[config.mk]
export PLATFORM = sky130hd
export DESIGN_NAME = cp0_regfile_flat
export DESIGN_NICKNAME = d
export VERILOG_FILES = /design/src/rtl/cp0_pkg.sv /design/src/rtl/cp0_regfile_if.sv /design/src/rtl/cp0_timer.sv /design/src/rtl/cp0_regfile.sv /design/src/flat_wrapper.sv
export SDC_FILE = /design/constraint.sdc
export NUM_CORES = 1
export LEC_CHECK = 0
export CAP_MARGIN = 20
export CORE_MARGIN = 4
export CORE_UTILIZATION = 43
export CTS_CLUSTER_DIAMETER = 150
export DETAILED_ROUTE_END_ITERATION = 12
export PLACE_DENSITY = 0.73
export SYNTH_ARGS = -nofsm -noshare
export SYNTH_HDL_FRONTEND = slang
export SYNTH_SLANG_ARGS = --single-unit
[constraint.sdc]
create_clock -name i_clk -period 2.6 [get_ports i_clk]
set_clock_uncertainty 0.15 [all_clocks]
set_input_delay 0.52 -clock i_clk [delete_from_list [all_inputs] [get_ports i_clk]]
set_output_delay 0.52 -clock i_clk [all_outputs]
set_load 0.01 [all_outputs]
[src/rtl/cp0_pkg.sv]
// Shared CP0 definitions: cp0op encodings, register numbers, Status/Cause
// field layout and exception codes. Also imported by the CP0 forwarding unit.
package cp0_pkg;

    typedef enum logic [2:0] {
        OP_NONE    = 3'b000,
        OP_MFC0    = 3'b001,
        OP_MTC0    = 3'b010,
        OP_SYSCALL = 3'b011,
        OP_ERET    = 3'b100
    } cp0op_e;

    localparam logic [4:0] REG_COUNT   = 5'd9;
    localparam logic [4:0] REG_COMPARE = 5'd11;
    localparam logic [4:0] REG_STATUS  = 5'd12;
    localparam logic [4:0] REG_CAUSE   = 5'd13;
    localparam logic [4:0] REG_EPC     = 5'd14;

    localparam int STATUS_IE_BIT  = 0;
    localparam int STATUS_EXL_BIT = 1;
    localparam int STATUS_IM_LSB  = 8;
    localparam int CAUSE_EXC_LSB  = 2;
    localparam int CAUSE_IP_LSB   = 8;
    localparam int CAUSE_SW_LSB   = 8;

    localparam logic [31:0] STATUS_WMASK = 32'h0000_FF03;
    localparam logic [31:0] CAUSE_WMASK  = 32'h0000_0300;

    localparam logic [4:0] EXC_INT = 5'd0;
    localparam logic [4:0] EXC_SYS = 5'd8;

    // Status as seen by MFC0: IM, EXL, IE; everything else reads zero.
    function automatic logic [31:0] pack_status(input logic [7:0] im,
                                                input logic       exl,
                                                input logic       ie);
        return {16'h0000, im, 6'b00_0000, exl, ie};
    endfunction

    // Cause as seen by MFC0: IP[15:8], ExcCode[6:2]; everything else reads zero.
    function automatic logic [31:0] pack_cause(input logic [7:0] ip,
                                               input logic [4:0] exc);
        return {16'h0000, ip, 1'b0, exc, 2'b00};
    endfunction

endpackage

[src/rtl/cp0_regfile_if.sv]
// Pipeline <-> CP0 register bank bundle: ID read port, WR retirement port,
// external interrupt lines and the flush/redirect outputs.
interface cp0_regfile_if;
    logic [4:0]  rd_cs;
    logic [2:0]  rd_sel;
    logic [31:0] rd_data;
    logic        wr_valid;
    logic [2:0]  wr_cp0op;
    logic [4:0]  wr_cs;
    logic [2:0]  wr_sel;
    logic [31:0] wr_data;
    logic [31:0] wr_pc;
    logic [5:0]  hw_int;
    logic        exc_flush;
    logic [31:0] exc_pc;
    logic [31:0] epc_out;
    logic        int_pending;

    modport master (
        output rd_cs, rd_sel, wr_valid, wr_cp0op, wr_cs, wr_sel, wr_data, wr_pc, hw_int,
        input  rd_data, exc_flush, exc_pc, epc_out, int_pending
    );

    modport slave (
        input  rd_cs, rd_sel, wr_valid, wr_cp0op, wr_cs, wr_sel, wr_data, wr_pc, hw_int,
        output rd_data, exc_flush, exc_pc, epc_out, int_pending
    );
endinterface

[src/rtl/cp0_timer.sv]
// Count/Compare timer: prescaler divides the clock by COUNT_DIV, Count
// increments on each prescaler wrap, timer_ip latches when an increment makes
// Count equal Compare. Software loads of Count/Compare take priority.
module cp0_timer #(
    parameter int COUNT_DIV = 2
) (
    input  logic        i_clk,
    input  logic        i_rst,
    input  logic        i_count_we,
    input  logic        i_compare_we,
    input  logic [31:0] i_wdata,
    output logic [31:0] o_count,
    output logic [31:0] o_compare,
    output logic        o_timer_ip
);

    localparam int PW = (COUNT_DIV > 1) ? $clog2(COUNT_DIV) : 1;
    localparam logic [PW-1:0] PRESC_MAX = PW'(COUNT_DIV - 1);

    logic [PW-1:0] r_presc;
    logic [31:0]   r_count;
    logic [31:0]   r_compare;
    logic          r_timer_ip;
    logic          w_wrap;
    logic [31:0]   w_count_inc;

    assign w_wrap      = (r_presc == PRESC_MAX);
    assign w_count_inc = r_count + 32'd1;

    // Prescaler, Count, Compare and timer interrupt state.
    always_ff @(posedge i_clk) begin
        if (i_rst) begin
            r_presc    <= {PW{1'b0}};
            r_count    <= 32'h0000_0000;
            r_compare  <= 32'h0000_0000;
            r_timer_ip <= 1'b0;
        end else begin
            if (i_count_we) begin
                r_count <= i_wdata;
                r_presc <= {PW{1'b0}};
            end else if (w_wrap) begin
                r_count <= w_count_inc;
                r_presc <= {PW{1'b0}};
            end else begin
                r_presc <= r_presc + {{(PW-1){1'b0}}, 1'b1};
            end

            if (i_compare_we) begin
                r_compare <= i_wdata;
            end else begin
                r_compare <= r_compare;
            end

            // A Compare write acknowledges the interrupt even if a match lands
            // in the same cycle; a Count load suppresses the increment match.
            if (i_compare_we) begin
                r_timer_ip <= 1'b0;
            end else if (!i_count_we && w_wrap && (w_count_inc == r_compare)) begin
                r_timer_ip <= 1'b1;
            end else begin
                r_timer_ip <= r_timer_ip;
            end
        end
    end

    assign o_count    = r_count;
    assign o_compare  = r_compare;
    assign o_timer_ip = r_timer_ip;

endmodule

[src/rtl/cp0_regfile.sv]
// Architectural CP0 register bank. Combinational ID read port, WR-stage
// commit of MTC0 / SYSCALL / ERET / interrupt entry, and flush/redirect.
// No read bypass of a same-cycle write: the forwarding unit covers that.
module cp0_regfile
    import cp0_pkg::*;
#(
    parameter logic [31:0] EXC_VECTOR = 32'h8000_0180,
    parameter int          COUNT_DIV  = 2
) (
    input  logic          i_clk,
    input  logic          i_rst,
    cp0_regfile_if.slave  bus
);

    logic [5:0]  r_hw_int_q;
    logic [7:0]  r_im;
    logic        r_exl;
    logic        r_ie;
    logic [1:0]  r_ip_sw;
    logic [4:0]  r_exccode;
    logic [31:0] r_epc;

    cp0op_e      w_op;
    logic        w_wr_sel0;
    logic [7:0]  w_ip;
    logic        w_int_pending;
    logic        w_sys;
    logic        w_eret;
    logic        w_int;
    logic        w_mtc0;
    logic        w_flush;
    logic [31:0] w_exc_pc;
    logic        w_count_we;
    logic        w_compare_we;
    logic [31:0] w_count;
    logic [31:0] w_compare;
    logic        w_timer_ip;
    logic [31:0] w_rd_data;

    assign w_op      = cp0op_e'(bus.wr_cp0op);
    assign w_wr_sel0 = (bus.wr_sel == 3'd0);

    assign w_ip = {w_timer_ip | r_hw_int_q[5], r_hw_int_q[4:0], r_ip_sw};
    assign w_int_pending = r_ie & ~r_exl & (|(w_ip & r_im));

    // Decode the single WR event for this cycle; reset suppresses all of them.
    always_comb begin
        w_sys  = 1'b0;
        w_eret = 1'b0;
        w_int  = 1'b0;
        w_mtc0 = 1'b0;
        if (!i_rst && bus.wr_valid) begin
            case (w_op)
                OP_SYSCALL: w_sys  = 1'b1;
                OP_ERET:    w_eret = 1'b1;
                OP_NONE:    w_int  = w_int_pending;
                OP_MTC0:    w_mtc0 = 1'b1;
                default:    w_mtc0 = 1'b0;
            endcase
        end else begin
            w_mtc0 = 1'b0;
        end
    end

    // Redirect target: vector for SYSCALL/interrupt, pre-edge EPC for ERET.
    always_comb begin
        w_flush = w_sys | w_eret | w_int;
        if (w_sys || w_int) begin
            w_exc_pc = EXC_VECTOR;
        end else if (w_eret) begin
            w_exc_pc = r_epc;
        end else begin
            w_exc_pc = 32'h0000_0000;
        end
    end

    assign w_count_we   = w_mtc0 & w_wr_sel0 & (bus.wr_cs == REG_COUNT);
    assign w_compare_we = w_mtc0 & w_wr_sel0 & (bus.wr_cs == REG_COMPARE);

    cp0_timer #(.COUNT_DIV(COUNT_DIV)) u_timer (
        .i_clk        (i_clk),
        .i_rst        (i_rst),
        .i_count_we   (w_count_we),
        .i_compare_we (w_compare_we),
        .i_wdata      (bus.wr_data),
        .o_count      (w_count),
        .o_compare    (w_compare),
        .o_timer_ip   (w_timer_ip)
    );

    // Status/Cause/EPC commit and interrupt line synchroniser stage.
    always_ff @(posedge i_clk) begin
        if (i_rst) begin
            r_hw_int_q <= 6'b00_0000;
            r_im       <= 8'h00;
            r_exl      <= 1'b0;
            r_ie       <= 1'b0;
            r_ip_sw    <= 2'b00;
            r_exccode  <= 5'd0;
            r_epc      <= 32'h0000_0000;
        end else begin
            r_hw_int_q <= bus.hw_int;
            if (w_sys) begin
                r_epc     <= bus.wr_pc;
                r_exccode <= EXC_SYS;
                r_exl     <= 1'b1;
            end else if (w_eret) begin
                r_exl <= 1'b0;
            end else if (w_int) begin
                r_epc     <= bus.wr_pc + 32'd4;
                r_exccode <= EXC_INT;
                r_exl     <= 1'b1;
            end else if (w_mtc0 && w_wr_sel0) begin
                case (bus.wr_cs)
                    REG_STATUS: begin
                        r_im  <= bus.wr_data[STATUS_IM_LSB +: 8];
                        r_exl <= bus.wr_data[STATUS_EXL_BIT];
                        r_ie  <= bus.wr_data[STATUS_IE_BIT];
                    end
                    REG_CAUSE: r_ip_sw <= bus.wr_data[CAUSE_SW_LSB +: 2];
                    REG_EPC:   r_epc   <= bus.wr_data;
                    default:   r_epc   <= r_epc;
                endcase
            end else begin
                r_epc <= r_epc;
            end
        end
    end

    // ID read mux; unimplemented registers and nonzero selects read zero.
    always_comb begin
        w_rd_data = 32'h0000_0000;
        if (bus.rd_sel == 3'd0) begin
            case (bus.rd_cs)
                REG_COUNT:   w_rd_data = w_count;
                REG_COMPARE: w_rd_data = w_compare;
                REG_STATUS:  w_rd_data = pack_status(r_im, r_exl, r_ie);
                REG_CAUSE:   w_rd_data = pack_cause(w_ip, r_exccode);
                REG_EPC:     w_rd_data = r_epc;
                default:     w_rd_data = 32'h0000_0000;
            endcase
        end else begin
            w_rd_data = 32'h0000_0000;
        end
    end

    assign bus.rd_data     = w_rd_data;
    assign bus.exc_flush   = w_flush;
    assign bus.exc_pc      = w_exc_pc;
    assign bus.epc_out     = r_epc;
    assign bus.int_pending = w_int_pending;

endmodule

[src/flat_wrapper.sv]
// flat-port wrapper written by rule: the top's interface ports become plain ports
module cp0_regfile_flat import cp0_pkg::*;
#(
    parameter logic [31:0] EXC_VECTOR = 32'h8000_0180,
    parameter int          COUNT_DIV  = 2
)
  (i_clk, i_rst, bus_rd_cs, bus_rd_sel, bus_wr_valid, bus_wr_cp0op, bus_wr_cs, bus_wr_sel, bus_wr_data, bus_wr_pc, bus_hw_int, bus_rd_data, bus_exc_flush, bus_exc_pc, bus_epc_out, bus_int_pending);
  cp0_regfile_if bus_i ();
  input  logic i_clk;
  input  logic i_rst;
  input wire logic [$bits(bus_i.rd_cs)-1:0] bus_rd_cs;
  input wire logic [$bits(bus_i.rd_sel)-1:0] bus_rd_sel;
  input wire logic [$bits(bus_i.wr_valid)-1:0] bus_wr_valid;
  input wire logic [$bits(bus_i.wr_cp0op)-1:0] bus_wr_cp0op;
  input wire logic [$bits(bus_i.wr_cs)-1:0] bus_wr_cs;
  input wire logic [$bits(bus_i.wr_sel)-1:0] bus_wr_sel;
  input wire logic [$bits(bus_i.wr_data)-1:0] bus_wr_data;
  input wire logic [$bits(bus_i.wr_pc)-1:0] bus_wr_pc;
  input wire logic [$bits(bus_i.hw_int)-1:0] bus_hw_int;
  output wire logic [$bits(bus_i.rd_data)-1:0] bus_rd_data;
  output wire logic [$bits(bus_i.exc_flush)-1:0] bus_exc_flush;
  output wire logic [$bits(bus_i.exc_pc)-1:0] bus_exc_pc;
  output wire logic [$bits(bus_i.epc_out)-1:0] bus_epc_out;
  output wire logic [$bits(bus_i.int_pending)-1:0] bus_int_pending;
  assign bus_i.rd_cs = bus_rd_cs;
  assign bus_i.rd_sel = bus_rd_sel;
  assign bus_i.wr_valid = bus_wr_valid;
  assign bus_i.wr_cp0op = bus_wr_cp0op;
  assign bus_i.wr_cs = bus_wr_cs;
  assign bus_i.wr_sel = bus_wr_sel;
  assign bus_i.wr_data = bus_wr_data;
  assign bus_i.wr_pc = bus_wr_pc;
  assign bus_i.hw_int = bus_hw_int;
  assign bus_rd_data = bus_i.rd_data;
  assign bus_exc_flush = bus_i.exc_flush;
  assign bus_exc_pc = bus_i.exc_pc;
  assign bus_epc_out = bus_i.epc_out;
  assign bus_int_pending = bus_i.int_pending;
  cp0_regfile #(.EXC_VECTOR(EXC_VECTOR), .COUNT_DIV(COUNT_DIV)) u_core (.i_clk(i_clk), .i_rst(i_rst), .bus(bus_i));
endmodule
# Yosys cells after proc, flatten, opt, wreduce, memory -nomap -nowiden
# Index checks and enable logic that the tools add are counted.
[word_totals]
ff_bits = 117
output_inout_bits = 98
word_cells = 93
[classes]
addsub = 3
n_eq_ne = 15
n_mux = 27
n_bitwise = 13
n_reduce_logical = 24
[op_table]
columns = ["operator", "n"]
rows = [
  ["$mux W32", 10],
  ["$pmux W32 S5", 1],
  ["$eq A5 B4 Y1 const B", 10],
  ["$add A32 B1 Y32 const B", 1],
  ["$add A32 B3 Y32 const B", 1],
  ["$eq A32 B32 Y1", 1],
  ["$mux W1", 13],
  ["$mux W4", 3],
  ["$reduce_and A5 Y1", 2],
  ["$logic_not A3 Y1", 3],
  ["$and A8 B8 Y8", 1],
  ["$reduce_bool A4 Y1", 2],
  ["$reduce_or A8 Y1", 1],
  ["$eq A3 B2 Y1 const B", 2],
  ["$reduce_bool A3 Y1", 2],
  ["$and A1 B1 Y1", 5],
  ["$logic_and A1 B1 Y1", 4],
  ["$not A1 Y1", 4],
  ["$reduce_and A2 Y1", 2],
  ["$reduce_bool A2 Y1", 2],
  ["$eq A3 B3 Y1 const B", 1],
  ["$or A1 B1 Y1", 3],
  ["$reduce_and A3 Y1", 1],
  ["$reduce_or A3 Y1", 1],
  ["5 further kinds", 6],
]

# Depth between registers and ports, before layout
[logic_depth]
ltp_word = 9
ltp_mapped = 10
ltp_nobuf = 9

# Cells and area by module
# From an unflattened synthesis, not the netlist that was laid out.
[unflattened]
hier_cells = 1060
area_unflattened_um2 = 8050.2
[modules_own_cells]
columns = ["module", "instances", "cells_per_inst", "area_per_inst_um2", "seq_area_each_um2"]
rows = [
  ["cp0_regfile", 1, 572, 4053.9, 1021.0],
  ["cp0_timer", 1, 488, 3996.3, 1321.3],
]

# Worst setup path before layout
# Ideal clock, no wire load.
[synth_timing]
kind = "input to register"
startpoint = "input bus_wr_sel[0]"
endpoint = "register u_core.r_epc[25] (netlist: u_core.bus.epc_out[25])"
setup_time_ps = 91
t_arrival_ps = 2487
slack_ps = -127
stages = 8
path_cell_list = "nor4b_1 nand2_1 or3_1 or4b_1 clkbuf_1 nand2_1 nor2_1 a311oi_1"
[synth_via]
elab_chain_len = 4
[synth_lines]
columns = ["element", "line_no", "rtl"]
rows = [
  ["from (decl)", "flat_wrapper.sv:16", "input wire logic [$bits(bus_i.wr_sel)-1:0] bus_wr_sel;"],
  ["$logic_not A3 Y1", "cp0_regfile.sv:41", "assign w_wr_sel0 = (bus.wr_sel == 3'd0);"],
  ["$logic_and A1 B1 Y1", "cp0_regfile.sv:113", "end else if (w_mtc0 && w_wr_sel0) begin"],
  ["$reduce_bool A3 Y1 (no line)", "n/a", ""],
  ["$reduce_and A3 Y1 (no line)", "n/a", ""],
  ["to (signal assigned)", "cp0_regfile.sv:110", "r_epc <= bus.wr_pc + 32'd4;"],
  ["to (signal assigned)", "cp0_regfile.sv:121", "REG_EPC: r_epc <= bus.wr_data;"],
  ["to (signal assigned)", "cp0_regfile.sv:122", "default: r_epc <= r_epc;"],
  ["to (decl)", "cp0_regfile.sv:21", "logic [31:0] r_epc;"],
]
# Every way passes these cells.
# A chain may end at the register's enable or synchronous reset.

# Worst setup path after layout
[layout_timing]
startpoint = "register u_core.r_im[5]"
endpoint = "output bus_exc_flush"
[layout_via]
elab_chain_len = 6
[layout_lines]
columns = ["element", "line_no", "rtl"]
rows = [
  ["from (decl)", "cp0_regfile.sv:16", "logic [7:0] r_im;"],
  ["from (signal assigned)", "cp0_regfile.sv:116", "r_im <= bus.wr_data[STATUS_IM_LSB +: 8];"],
  ["$and A8 B8 Y8", "cp0_regfile.sv:44", "assign w_int_pending = r_ie & ~r_exl & (|(w_ip & r_im));"],
  ["$reduce_or A8 Y1", "cp0_regfile.sv:44", ""],
  ["$and A1 B1 Y1", "cp0_regfile.sv:44", ""],
  ["$mux W1", "cp0_regfile.sv:53", "case (w_op)"],
  ["$mux W1", "cp0_regfile.sv:52", "if (!i_rst && bus.wr_valid) begin"],
  ["$or A1 B1 Y1", "cp0_regfile.sv:67", "w_flush = w_sys | w_eret | w_int;"],
  ["to (decl)", "flat_wrapper.sv:21", "output wire logic [$bits(bus_i.exc_flush)-1:0] bus_exc_flush;"],
]
# Every way passes these cells.

==> flow_summary.ini <==
[global_route]
use_met1 = 0.393
grt_max_degree = 85
grt-ovfl-total = 0
use_met2 = 0.509
grt_usage = 0.310
grt.busiest_layer = met2
antenna_found_initial = 0
grt_pass1_wl_mm = 50.0
met3_usage = 0.0616
grt_pass1_vias = 9329

[power_and_ir_drop]
swShare = 0.235
peakVddDrop_mv = 0.482
clkPwrFrac = 0.512
total_power_mw = 4.94
p_leak_nw = 4.94
p_switching_mw = 1.16
pwr-share-comb = 0.115
p_int_mw = 3.78
seqPwrFrac = 0.373
power.density_nw_per_um2 = 392

[setup_path]
crit_path_max_fanout = 3
startpoint_type = flop
rr_endpoint = u_core.u_timer.o_timer_ip$_SDFFE_PP0P_
arrival_ns = 2.22
end_kind = primary output
reg2reg_depth = 9
crit_path_start = u_core.r_im[5]$_SDFFE_PP0P_
r2r_setup_slack_ns = 0
path_delay_family = compound AO/OA/AOI/OAI gates
crit-reg2reg-launch = u_core.u_timer.o_count[2]$_SDFFE_PP0P_
critPathKind = flop to primary output
cp_slowest_cell = or3_1
cp_cell_sequence = a222oi_1, nand3_1, o211a_1, or3_1, buf_2
required_ns = 1.93
worstPathBufferInverterCount = 1
max_stage_delay_ns = 0.41

[finish]
multi_input_area_sq_um = 5630
fillers = 1441
regArea_sq_um = 2350
design_area_sq_um = 12600
diodes = 0
nets = 1536
drive_gt1_frac = 0.271
syn2layout_area_growth_pct = 59.2

[routing]
drt_iter0_markers = 1179
drt-wirelength-per-cell_microns = 19.9
avgViaCountPerCell = 5.88
vias = 9898
drt_first_pass_iters = 5
ant_nets = 0
wirelength_mm = 33.6
drc = 0

[placed_design]
placed_cell_area_sq_um = 11200
hpwl_mm = 23.6
gp_congestion = 0.952
io_buffers = 189

[cts]
htreeDepth = 4
path_clk_slew_ns = 0.05
cts_root_buf = clkbuf_16
cts.sinks = 117
cts_buffers = 17
cts_tree = built
cts.path.max_buffers = 2
clkLatencyLatePin_ns = 0.43

[yosys]
synthMuxAreaShare = 0.0559
synthTopCellsByArea = dfxtp_1 (30%), nand2_1 (8.3%), nor2_1 (7.4%)
ys_ff_latch = 117
post-synth-top-count-cell = nand2_1
yosys.area_share.simple = 0.324
synth_top_family_by_area = simple AND/OR/NAND/NOR gates
yosysTopAreaCell = dfxtp_1
syn_area_per_cell_sq_um = 7.17
syn_area_sq_um = 7910
synth_xor_area_frac = 0.0920
yosysUniqueCellTypes = 64
synthAdderAreaFrac = 0.00317
synthCells = 1103
seq_area_frac_synth = 0.296
ys_warn_count = 0
synth_top_area_share = 0.296
synth_edf_count = 0
synthTopCellsByCount = nand2_1 (174), nor2_1 (156), dfxtp_1 (117)
synth_flop_cell = dfxtp_1
async_reset_ff_frac = 0
synth_nets = 1197
synth_compound_area_frac = 0.182

[min_path]
min_from = u_core.r_im[7]$_SDFFE_PP0P_
hold_class = flop to flop
holdPathStages = 2
whs_endpoint = u_core.r_im[7]$_SDFFE_PP0P_

[floorplan]
die_x_microns = 144
start_util = 0.439
die-area_sq_um = 20600
rows = 49
io_pins = 190
fp.coreArea_sq_um = 18000
die_h_microns = 144

[timing]
slew_viol_final = 0
period_minus_slack_ns = 2.89
slew_headroom = 0.387
whs_ns = 0.314
hold_viol = 0
fmax_mhz = 346
tightest_slew_ns = 0.920
timing.final.crit_share = 1.11
setup_violations = 6
layout_setup_ws_ns = -0.289
rsz0062_at_grt = yes

[run_status]
violations = negative setup slack
status = complete, but fails checks

[job]
drv_cap = 0
-- repair_timing --
action / in CTS / in global routing
pin swaps: 22 / 30
endpoints found under the setup margin: 98 / 73
hold buffers: 0 / 0
cloned: 6 / 2
setup buffers: 29 / 12
hold endpoints to repair: 0 / 0
gates resized for setup: 313 / 86
-- registers in the layout, indices dropped and copies added, names as in the netlist --
signal,cells
u_core.u_timer.o_compare,32
u_core.u_timer.o_timer_ip,1
u_core.u_timer.o_count,32
u_core.r_exl,1
u_core.u_timer.r_presc,1
u_core.r_im,8
u_core.r_exccode,1
u_core.bus.epc_out,32
u_core.r_hw_int_q,6
u_core.r_ie,1
u_core.r_ip_sw,2
-- metal layers --
| metal | routed length (microns) | vias up |
|---|---|---|
| met5 | 0 | - |
| met4 | 1810 | 0 |
| met3 | 2960 | 123 |
| met1 | 13300 | 4620 |
| li1 | - | 4573 |
| met2 | 15500 | 582 |
-- kinds of logic after synthesis --
family,Yosys count
AND/OR/NAND/NOR,534
XOR/XNOR,83
AO/OA/AOI/OAI,227
buffers and inverters,96
multiplexers,44
flip-flops,117
adder cells (fa/ha/maj),2
-- per-stage QoR --
step / TNS [ns] / util / std cells / worst slack, ns
global placement: -64.71 / 0.622 / 1607 / -0.584
finish: -0.905 / 0.698 / 1683 / -0.289
CTS: -0.552 / 0.679 / 1671 / -0.197
floorplan: -0.0101 / - / 1103 / -0.00650
detailed placement: -69.22 / 0.622 / 1607 / -0.605
global route: -1.30 / 0.698 / 1683 / -0.313
-- worst register-to-register path: cells and delay by family (launching register included) --
family / cells / cell delay [ns]
simple gates: 5 / 1.39
flops: 1 / 0.36
compound gates: 2 / 0.28
buf+inv: 1 / 0.21
xor+xnor: 1 / 0.15
-- how the worst max path moves through the flow --
stage,end,cells after the start
after floorplan,u_core.bus.epc_out[21]$_SDFFE_PP0P_,9
after global placement,bus_exc_pc[8],8
after detailed placement,u_core.u_timer.o_timer_ip$_SDFFE_PP0P_,9
after CTS,bus_exc_flush,5
after global routing,bus_exc_flush,5
final,bus_exc_flush,5
-- layout by cell type, fill, tap and decap left out, drive strengths merged, types with 4 or more instances in the layout --
cell           Yosys  final
dlymetal6s2s       0      4
nand2            174    174
xnor2             45     45
or4                6      6
or3                5      5
nand3b             7      7
o21ai             31     31
dlygate4sd2        0      7
nor3              25     25
nor4b              4      4
bufinv             0      4
nor4              11     11
o22ai             11     11
nor3b              6      6
and4               4      4
nor2b             14     14
inv                7      7
nand4             26     26
and3               7      7
o211ai             5      5
clkdlybuf4s15      0     19
nand2b             7      7
a21oi             93     93
buf               13    267
nor2             156    156
clkbuf            76     30
nand3             38     38
nand4b             4      4
clkdlybuf4s50      0    104
dfxtp            117    117
a311oi            21     21
mux2i             43     43
and2              32     32
a211oi            34     34
xor2              38     38
-- cell type report --
type,instances,area share
Multi-Input combinational cell,890,0.447
Timing Repair Buffer,409,0.292
Sequential cell,117,0.187
Clock buffer,22,0.0377
Tap cell,229,0.0228
Clock inverter,9,0.0119
Inverter,7,0.00209
-- power by group through the flow --
stage	logic [mW]	clock network [mW]	registers (mW)
2_1_floorplan	0.157	0	1.87
3_5_place_dp	0.506	0	1.88
3_3_place_gp	0.503	0	1.88
5_1_grt	0.592	2.60	1.84
4_1_cts	0.538	2.53	1.84
6_report	0.568	2.53	1.84
No activity file was read; power rests on OpenSTA's default activity.
==> variant: new RTL, same flow settings <==
Reset style: asynchronous (`i_rst`), changed in 2 clocked blocks.
--- a/src/rtl/cp0_timer.sv
+++ b/src/rtl/cp0_timer.sv
@@ -30,3 +30,3 @@
     // Prescaler, Count, Compare and timer interrupt state.
-    always_ff @(posedge i_clk) begin
+    always_ff @(posedge i_clk or posedge i_rst) begin
         if (i_rst) begin
--- a/src/rtl/cp0_regfile.sv
+++ b/src/rtl/cp0_regfile.sv
@@ -91,3 +91,3 @@
     // Status/Cause/EPC commit and interrupt line synchroniser stage.
-    always_ff @(posedge i_clk) begin
+    always_ff @(posedge i_clk or posedge i_rst) begin
         if (i_rst) begin
Formal check against the unedited RTL: not equivalent (Yosys sat finds a counterexample within 4 cycles, from zero or initial values and one cycle with i_rst high; the reset may be asserted at any time).
==> variant against the unedited design <==
- the flow still finishes with violations (setup timing)
- utilization about the same
- area after synthesis increased by 0.59%
- first-iteration DRC count shrank 3.2%
- cell area up 0.41%
- worst setup slack worse by 98 ps
- sequential cell count did not move
- wire length is 3.1% lower
- maximum frequency down 3.3%
- largest cell class unchanged
Power is not compared: it rests on default switching activity, and its combinational part moved more than twofold at a synthesized area within 25%.
==> variant: results (changes against the unedited design) <==
[detailed_routing]
drt-initial-drc-count=1141  ; was 1179
drt_wl_total_um=32500  ; was 33600 um
dr.pass1.iters=6  ; was 5

[place]
place_ws_ps=-860  ; was -605 ps
gp_congestion=0.977  ; was 0.952

[run_status]
violations=setup timing  ; unchanged
outcome=complete, but fails checks  ; unchanged

[synthesis]
async_flop_share_pct=100  ; was 0%
synth.top_cells.by_area=dfrtp_1, mux2_2, xnor2_1, nor2_1, a21oi_1  ; was dfxtp_1, nand2_1, nor2_1, a21oi_1, mux2i_1
synth_commonest_cells=dfrtp_1, nor2_1, a21oi_1, nand2_1, xnor2_1  ; was nand2_1, nor2_1, dfxtp_1, a21oi_1, clkbuf_1
yosysTopAreaCell=dfrtp_1  ; was dfxtp_1
syn-num-nets=1001  ; was 1197

[layout]
drive_gt1_share_pct=34.8  ; was 27.1%
fill_cells=1293  ; was 1441
fin_nets=1352  ; was 1536

[global_routing]
grt_pass1_vias=8719  ; was 9329
grt_max_degree=66  ; was 85
grtUsageTotal_pct=30.3  ; was 31.0%
grt_pass1_wl_um=48200  ; was 50000 um

[setup_path]
r2r-end=u_core.bus.epc_out[21]$_DFFE_PP0P_  ; was u_core.u_timer.o_timer_ip$_SDFFE_PP0P_
timing.reg2reg.setup_slack_ps=-120  ; was 0 ps

[min_path]
hold_end=u_core.r_hw_int_q[4]$_DFF_PP0_  ; was u_core.r_im[7]$_SDFFE_PP0P_
min_from=bus_hw_int[4]  ; was u_core.r_im[7]$_SDFFE_PP0P_
hold_class=input port to flop  ; was flop to flop

[timing]
setup_viol=20  ; was 6
tightest_slew_ps=580  ; was 920 ps
timing.final.crit_period_ps=2990  ; was 2890 ps
setup_slack_ps=-387  ; was -289 ps

-- variant: cell types whose count changed after synthesis, sizes merged, moves of 20 or more --
cell    unedited run  this run
a211oi            34        14
a222oi             1        22
a311oi            21         1
clkbuf            76        41
dfrtp              0       117
dfxtp            117         0
mux2               1        47
nand2            174        64
nor2             156       106
-- variant: layout make-up --
class                   count  area [um2]  share of cell area, %
clock buffers              27         493                   3.90
clock inverters             4        70.1                  0.554
inverters                  17        67.6                  0.535
multi-input cells         709        5180                   41.0
flip-flops and latches    117        2930                   23.2
well taps                 229         287                   2.27
repair buffers            396        3600                   28.5
-- variant: how the worst max path moves through the flow --
stage	cells past startpoint	slack (ps)	endpoint
after floorplan	8	0.7	u_core.u_timer.o_timer_ip$_DFFE_PP0P_
after global placement	7	-810	bus_exc_flush
after detailed placement	7	-860	bus_exc_pc[31]
after CTS	7	-410	bus_exc_flush
after global routing	7	-450	bus_exc_flush
final	7	-390	bus_exc_flush
-- variant: through the flow --
step	instance area, um2	instances	hold WS [ps]	utilization (%)	TNS, ps
3_5_place_dp	11300	1428	378	62.5	-80530
5_1_grt	12600	1499	389	69.9	-5060
4_1_cts	12200	1488	388	67.3	-1630
3_3_place_gp	11300	1428	359	62.5	-74010
2_1_floorplan	7980	907	297	-	0
6_report	12600	1499	394	69.9	-2380
-- variant: layer usage --
layer / vias up / part of all wire [%] / track usage [%]
li1: 3978 / - / -
met1: 4349 / 38 / 39.1
met2: 527 / 48 / 49.2
met3: 107 / 9.9 / 8.00
met4: 0 / 3.7 / 10.8
met5: - / 0 / 0
-- variant: cells by family (layout without fill, tap and decap cells) --
kind of cell / after synthesis / count (layout) / share of synthesized area, %
flip-flops: 117 / 117 / 36.8
XOR/XNOR: 93 / 93 / 10.2
adder cells (fa/ha/maj): 2 / 2 / 0.315
buffers and inverters: 81 / 444 / 4.11
AO/OA/AOI/OAI: 185 / 185 / 15.1
AND/OR/NAND/NOR: 353 / 353 / 23.1
multiplexers: 76 / 76 / 10.3
-- variant: power by group through the flow --
stage	Clock, uW	Combinational [uW]	Sequential (uW)
6_report	2260	1940	2280
5_1_grt	2350	2060	2290
4_1_cts	2270	1760	2260
3_5_place_dp	0	1650	2280
3_3_place_gp	0	1620	2280
2_1_floorplan	0	777	2210
-- variant: what timing repair did --
item	in CTS	in global routing
resized for setup	342	108
pin swaps	42	54
buffers inserted	21	11
endpoints found under the setup margin	75	57
endpoints found under the hold margin	8	0
hold buffers	1	0
cloned	7	3
-- variant: worst max-delay path, stage by stage, from the launching register on --
cell and delay (ps):
dfrtp_1 380, a222oi_1 410, buf_4 210, nand3_4 80, o211a_4 260, buf_6 110, or3_1 300, buf_2 150
